==> config.mk <==
export PLATFORM = sky130hd
export DESIGN_NAME = lsu_rmw
export DESIGN_NICKNAME = d
export VERILOG_FILES = /design/src/rtl/lsu_pkg.sv /design/src/rtl/lsu_align.sv /design/src/rtl/lsu_rmw.sv
export SDC_FILE = /design/constraint.sdc
export NUM_CORES = 1
export LEC_CHECK = 0
export CAP_MARGIN = 20
export CORE_MARGIN = 3
export CORE_UTILIZATION = 50
export CTS_BUF_LIST = sky130_fd_sc_hd__clkbuf_4 sky130_fd_sc_hd__clkbuf_8 sky130_fd_sc_hd__clkbuf_16
export CTS_CLUSTER_SIZE = 25
export DETAILED_ROUTE_END_ITERATION = 10
export MAX_ROUTING_LAYER = met4
export PLACE_DENSITY = 0.9
export REMOVE_ABC_BUFFERS = 1
export SYNTH_ARGS = -nofsm -noshare
export SYNTH_HDL_FRONTEND = slang
export SYNTH_SLANG_ARGS = --single-unit
==> constraint.sdc <==
create_clock -name i_clk -period 5.51 [get_ports i_clk]
set_clock_uncertainty 0.15 [all_clocks]
set_input_delay 1.3775 -clock i_clk [delete_from_list [all_inputs] [get_ports i_clk]]
set_output_delay 1.3775 -clock i_clk [all_outputs]
set_load 0.01 [all_outputs]
==> src/rtl/lsu_pkg.sv <==
`default_nettype none
// ============================================================================
//  Module   : lsu_pkg
//  Purpose  : Shared funct3 encodings, FSM state type and request checker
//             for the lsu_rmw load/store unit.
//  Revision : 1.0  initial release
// ============================================================================
package lsu_pkg;

  localparam logic [2:0] F3_LB  = 3'd0;
  localparam logic [2:0] F3_LH  = 3'd1;
  localparam logic [2:0] F3_LW  = 3'd2;
  localparam logic [2:0] F3_LBU = 3'd4;
  localparam logic [2:0] F3_LHU = 3'd5;

  typedef enum logic [1:0] {
    IDLE  = 2'd0,
    ADDR  = 2'd1,
    WRITE = 2'd2,
    RESP  = 2'd3
  } state_t;

  // True when the request must be answered with an error and no RAM access:
  // an illegal funct3 for the direction, or a size/offset misalignment.
  function automatic logic req_bad(input logic we, input logic [2:0] funct3,
                                   input logic [1:0] off);
    logic illegal;
    logic misaligned;
    if (we) illegal = !(funct3 inside {F3_LB, F3_LH, F3_LW});
    else    illegal = !(funct3 inside {F3_LB, F3_LH, F3_LW, F3_LBU, F3_LHU});
    case (funct3)
      F3_LH, F3_LHU: misaligned = off[0];
      F3_LW:         misaligned = (off != 2'b00);
      default:       misaligned = 1'b0;
    endcase
    return illegal | misaligned;
  endfunction

endpackage
`default_nettype wire

==> src/rtl/lsu_align.sv <==
`default_nettype none
// ============================================================================
//  Module   : lsu_align
//  Purpose  : Combinational lane logic: extracts and sign/zero-extends
//             sub-word load data, and merges store data into a RAM word.
//  Revision : 1.0  initial release
// ============================================================================
module lsu_align
  import lsu_pkg::*;
(
  input  logic [2:0]  funct3,
  input  logic [1:0]  off,
  input  logic [31:0] mem_rdata,
  input  logic [31:0] wdata,
  output logic [31:0] load_data,
  output logic [31:0] merge_data
);

  logic [7:0]  sel_byte;
  logic [15:0] sel_half;

  // Pick the addressed byte lane and halfword lane out of the RAM word
  always_comb begin
    case (off)
      2'd0:    sel_byte = mem_rdata[7:0];
      2'd1:    sel_byte = mem_rdata[15:8];
      2'd2:    sel_byte = mem_rdata[23:16];
      default: sel_byte = mem_rdata[31:24];
    endcase
    sel_half = off[1] ? mem_rdata[31:16] : mem_rdata[15:0];
  end

  // Extend the selected lane to a full register value
  always_comb begin
    case (funct3)
      F3_LB:   load_data = {{24{sel_byte[7]}}, sel_byte};
      F3_LH:   load_data = {{16{sel_half[15]}}, sel_half};
      F3_LW:   load_data = mem_rdata;
      F3_LBU:  load_data = {24'd0, sel_byte};
      F3_LHU:  load_data = {16'd0, sel_half};
      default: load_data = 32'd0;
    endcase
  end

  // Replace only the target lanes of the old word with the store data
  always_comb begin
    merge_data = mem_rdata;
    case (funct3)
      F3_LB: begin
        case (off)
          2'd0:    merge_data[7:0]   = wdata[7:0];
          2'd1:    merge_data[15:8]  = wdata[7:0];
          2'd2:    merge_data[23:16] = wdata[7:0];
          default: merge_data[31:24] = wdata[7:0];
        endcase
      end
      F3_LH: begin
        if (off[1]) merge_data[31:16] = wdata[15:0];
        else        merge_data[15:0]  = wdata[15:0];
      end
      F3_LW:   merge_data = wdata;
      default: merge_data = mem_rdata;
    endcase
  end

endmodule
`default_nettype wire

==> src/rtl/lsu_rmw.sv <==
`default_nettype none
// ============================================================================
//  Module   : lsu_rmw
//  Purpose  : RV32I load/store unit for a word-addressed RAM. Sub-word
//             stores are performed as read-modify-write; the RAM strobe,
//             address and write data all come straight from registers.
//  Revision : 1.0  initial release
// ============================================================================
module lsu_rmw
  import lsu_pkg::*;
#(
  parameter int ADDR_W = 13,
  parameter int XLEN   = 32
) (
  input  logic              i_clk,
  input  logic              i_rst,
  input  logic              i_req_valid,
  output logic              o_req_ready,
  input  logic              i_we,
  input  logic [2:0]        i_funct3,
  input  logic [XLEN-1:0]   i_addr,
  input  logic [XLEN-1:0]   i_wdata,
  output logic              o_rsp_valid,
  output logic [XLEN-1:0]   o_rdata,
  output logic              o_err,
  output logic [ADDR_W-1:0] o_mem_addr,
  output logic [XLEN-1:0]   o_mem_wdata,
  output logic              o_mem_wr,
  input  logic [XLEN-1:0]   i_mem_rdata
);

  state_t          state;
  logic            we_q;
  logic [2:0]      funct3_q;
  logic [1:0]      off_q;
  logic [XLEN-1:0] wdata_q;
  logic [XLEN-1:0] load_data;
  logic [XLEN-1:0] merge_data;

  // Byte-address bits above the RAM window are intentionally discarded (wrap)
  logic unused_addr_hi;
  assign unused_addr_hi = ^i_addr[XLEN-1:ADDR_W+2];

  assign o_req_ready = (state == IDLE);

  lsu_align u_align (
    .funct3     (funct3_q),
    .off        (off_q),
    .mem_rdata  (i_mem_rdata),
    .wdata      (wdata_q),
    .load_data  (load_data),
    .merge_data (merge_data)
  );

  // Request sequencer: accept, settle address, optional write, respond
  always_ff @(posedge i_clk) begin
    if (i_rst) begin
      state       <= IDLE;
      we_q        <= 1'b0;
      funct3_q    <= 3'd0;
      off_q       <= 2'd0;
      wdata_q     <= '0;
      o_mem_addr  <= '0;
      o_mem_wdata <= '0;
      o_mem_wr    <= 1'b0;
      o_rsp_valid <= 1'b0;
      o_err       <= 1'b0;
      o_rdata     <= '0;
    end else begin
      o_rsp_valid <= 1'b0;
      o_err       <= 1'b0;
      o_mem_wr    <= 1'b0;
      case (state)
        IDLE: begin
          if (i_req_valid) begin
            we_q       <= i_we;
            funct3_q   <= i_funct3;
            off_q      <= i_addr[1:0];
            wdata_q    <= i_wdata;
            // Only place the RAM address ever changes
            o_mem_addr <= i_addr[ADDR_W+1:2];
            if (req_bad(i_we, i_funct3, i_addr[1:0])) begin
              o_rsp_valid <= 1'b1;
              o_err       <= 1'b1;
              o_rdata     <= '0;
              state       <= RESP;
            end else begin
              state <= ADDR;
            end
          end
        end
        ADDR: begin
          // Address has been stable for a full cycle; RAM data is valid
          if (we_q) begin
            o_mem_wdata <= merge_data;
            o_mem_wr    <= 1'b1;
            state       <= WRITE;
          end else begin
            o_rdata     <= load_data;
            o_rsp_valid <= 1'b1;
            state       <= RESP;
          end
        end
        WRITE: begin
          o_rdata     <= '0;
          o_rsp_valid <= 1'b1;
          state       <= RESP;
        end
        RESP:    state <= IDLE;
        default: state <= IDLE;
      endcase
    end
  end

endmodule
`default_nettype wire

==> summary.txt <==
Run status
  – Status: complete, no violations

Clock tree
  – Reg clk slew, reported paths: 60 ps
  – # resized after CTS: 0
  – Clock Latency Late Sink: 420 ps
  – CTS tree: done
  – CTS max path bufs: 2
  – Setup repair bufs after CTS: 0
  – Clock tree sinks: 120
  – TritonCTS buffer count: 17
  – Clk Tree Root Cell: clkbuf_16
  – H-tree depth: 4
  – CTS Hold Bufs: 0

Synthesis
  – Simple-gate share of the synthesized area: 17.65%
  – Post-synth ARST share: 0%
  – FF+latch count, synth: 120
  – Synth cell types: between 50 and 60
  – Synth top area cells: dfxtp_1 40%, nand2_1 7.5%, a21oi_1 5.2%
  – Post-Syn Area: 5933 sq um
  – Synth area leader: dfxtp_1
  – Synthesized-area fraction occupied by adder cells: less than 1%
  – Post-synthesis mux area share: 3.226%
  – Gate Count Post-Synth: 689
  – Largest family of logic cells by synthesized area: compound AO/OA/AOI/OAI gates
  – Sequential share of the synthesized area: 40.49%
  – Post-synth top cells: 120 x dfxtp_1, 119 x nand2_1, 62 x a21oi_1, 42 x o21ai_0, 36 x nor2_1
  – Synth Area in Compound Gates: 32.29%
  – Syn Area/Cell: 8.611 sq um
  – Most used DFF post-synth: dfxtp_1
  – Most frequent cell after synthesis: dfxtp_1
  – Synth top area share: 40.49%
  – XOR/XNOR Fraction of Synth Area: 0%
  – Post-synth EDFFs: 0
  – Syn. warnings: 0

Die
  – # rows: 39
  – I/O pins: around 180
  – Die height: 114.9 um
  – Core box area: 11,520 sq um
  – Die ar.: 13,210 sq um
  – Initial core utilization: 51.52%
  – Die width: around 110 um

Placement
  – Placed cell area: 7546 sq um
  – Final GP Congestion: 0.8718
  – Placed Cells: 947
  – HPWL Detailed: around 14 mm
  – Port Buffer Count: roughly 170

Critical path
  – Critical Path RT: 5710 ps
  – Worst setup SP type: input pin
  – Crit-path max cell delay: ~900 ps
  – CP Cell Sequence: clkdlybuf4s50_1, mux2i_1, a221oi_4, a22oi_1, o2bb2ai_1
  – FF-to-FF path depth: 4
  – Critical path depth in cells: 5
  – Top delay family on crit path: compound AO/OA/AOI/OAI gates
  – Critical path capture point: o_rdata[31]
  – Slowest-stage cell, CP: a221oi_4
  – Critical R2R Capture: o_mem_wdata[2]
  – Worst Setup SP: i_mem_rdata[23]
  – Setup Crit Path Kind: in -> reg
  – Flop2flop setup slack: 2700 ps
  – Critical Path AT: 3600 ps
  – CP Buf/Inv Count: 1
  – CP max FO: 16
  – FF-to-FF Start: off_q[0]
  – Worst Setup End Kind: flip-flop

Routing
  – WL final: 20.43 mm
  – Drt pass-1 iters: 7
  – Via count: 6,133
  – Drt wl/cell: 20.84 um
  – Vias per cell: 6.258
  – DR iter-0 viols: 611
  – # DRC: 0
  – Detail Route Antenna Nets: 0

Layout
  – Number of diodes: 0
  – Fin nets: 932
  – Final instance area: between 8000 and 9000 sq um
  – Synth-to-Final Area Change: 36.90%
  – Share of cells above drive strength 1: 10.39%
  – Fillers: 886
  – Post-route insts no fill: 980

STA
  – Achievable Freq: 0.2947 GHz
  – Final setup fails: 0
  – Final Cycle Share: between 60% and 70%
  – Pins Over Slew Limit: 0
  – Post-layout minimum cycle time: around 3400 ps
  – Worst slew margin: 31.62%
  – Final hold violation count: 0
  – Worst-Margin Slew: between 1000 and 1500 ps
  – Unrepaired setup endpoints after global routing: no
  – Setup TNS: 0 ps

GRT
  – GRT Util Overall: 31.38%
  – First-pass GRT wire length: 31.41 mm
  – Vias in the first global route: 5,922
  – Initial antenna violation count: 0
  – Grt ovf: 0
  – Largest net degree at the start of global routing: 68

Run
  – Max-cap viol count: 0

Power and ir drop
  – Leak: 0.002832 uW
  – Peak supply drop: between 0.2 and 0.3 mV
  – PD cells: 414.5 nW/um^2

Hold path
  – Worst hold stages: 2
  – Hold Crit Class: reg -> reg
[area by class of cell]
type,count,area [sq um],area share (%)
Clock inverter,10,80.08,0.9858
Sequential cell,120,2402,29.57
Multi-Input combinational cell,504,3218,39.62
Clock buffer,21,461.7,5.684
Tap cell,143,178.9,2.203
Timing Repair Buffer,178,1767,21.75
Inverter,4,15.01,0.1848
[state kept, by name (all words and copies together), names as in the netlist]
| name | count |
|---|---|
| state | 2 |
| o_rdata | 32 |
| funct3_q | 3 |
| off_q | 2 |
| o_mem_wdata | 32 |
| o_rsp_valid | 1 |
| we_q | 1 |
| o_err | 1 |
| o_mem_wr | 1 |
| o_mem_addr | 13 |
| wdata_q | 32 |
[worst min-delay path by stage]
stage                   startpoint        endpoint
floorplan              wdata_q[16]     wdata_q[16]
global route        o_mem_addr[10]  o_mem_addr[10]
detailed placement      o_rdata[8]      o_rdata[8]
finish               o_mem_addr[0]   o_mem_addr[0]
CTS                    wdata_q[26]     wdata_q[26]
global placement     o_mem_addr[9]   o_mem_addr[9]
[cell usage in the layout, fill, tap and decap left out, types with 9 or more instances in the layout]
master,instances
a21oi_1,61
nand3_1,11
a22oi_2,10
o2bb2ai_2,10
a211oi_1,9
dfxtp_1,120
o2bb2ai_1,27
o21ai_0,42
a22oi_1,13
clkbuf_16,17
nor2b_1,12
nand2_1,118
a221oi_1,22
o21a_1,14
clkdlybuf4s50_1,165
a311oi_1,9
mux2i_1,9
nor2_1,36
buf_4,11
[through the flow]
stage / power, uW / hold WS, ps / worst slack (ps) / utilization (%)
floorplan: 1809 / 277.1 / 2163 / -
global placement: 2256 / 291.0 / 1876 / 65.53
detailed placement: 2315 / 299.5 / 1783 / 65.53
CTS: 3345 / 308.3 / 2209 / 70.23
global route: 3525 / 327.1 / 2051 / 70.53
finish: 3367 / 306.4 / 2116 / 70.53
[per-layer routing]
metal  share of wire [%]  vias up  routed length [um]  GRT usage [%]
li1                    -     2816                   -              -
met1                  40     2896                8236          38.53
met2                  48      365                9860          50.39
met3                 8.7       56                1778          7.895
met4                 2.7        0                 552          10.64
met5                   0        -                   0              -
[where the power goes]
group / switching, uW / internal [uW] / leakage (uW)
Sequential: 124 / 1010 / 0.000976
Combinational: 689 / 518 / 0.00158
Clock: 394 / 636 / 0.000272
Total: 1210 / 2160 / 0.00283
[cell families (layout without fill, tap and decap cells)]
family	count (synthesis)	after routing
muxes	17	17
DFF	120	120
and+or+nand+nor	223	223
adders and majority gates	4	4
buffers and inverters	65	213
AOI/OAI and AO/OA	260	260
[worst register-to-register path: stages (launching register included)]
cell,delay [ps]
dfxtp_1,990
nand2b_1,380
a21oi_1,640
o21ai_0,230
a311oi_1,310
No activity file was read; power rests on OpenSTA's default activity.
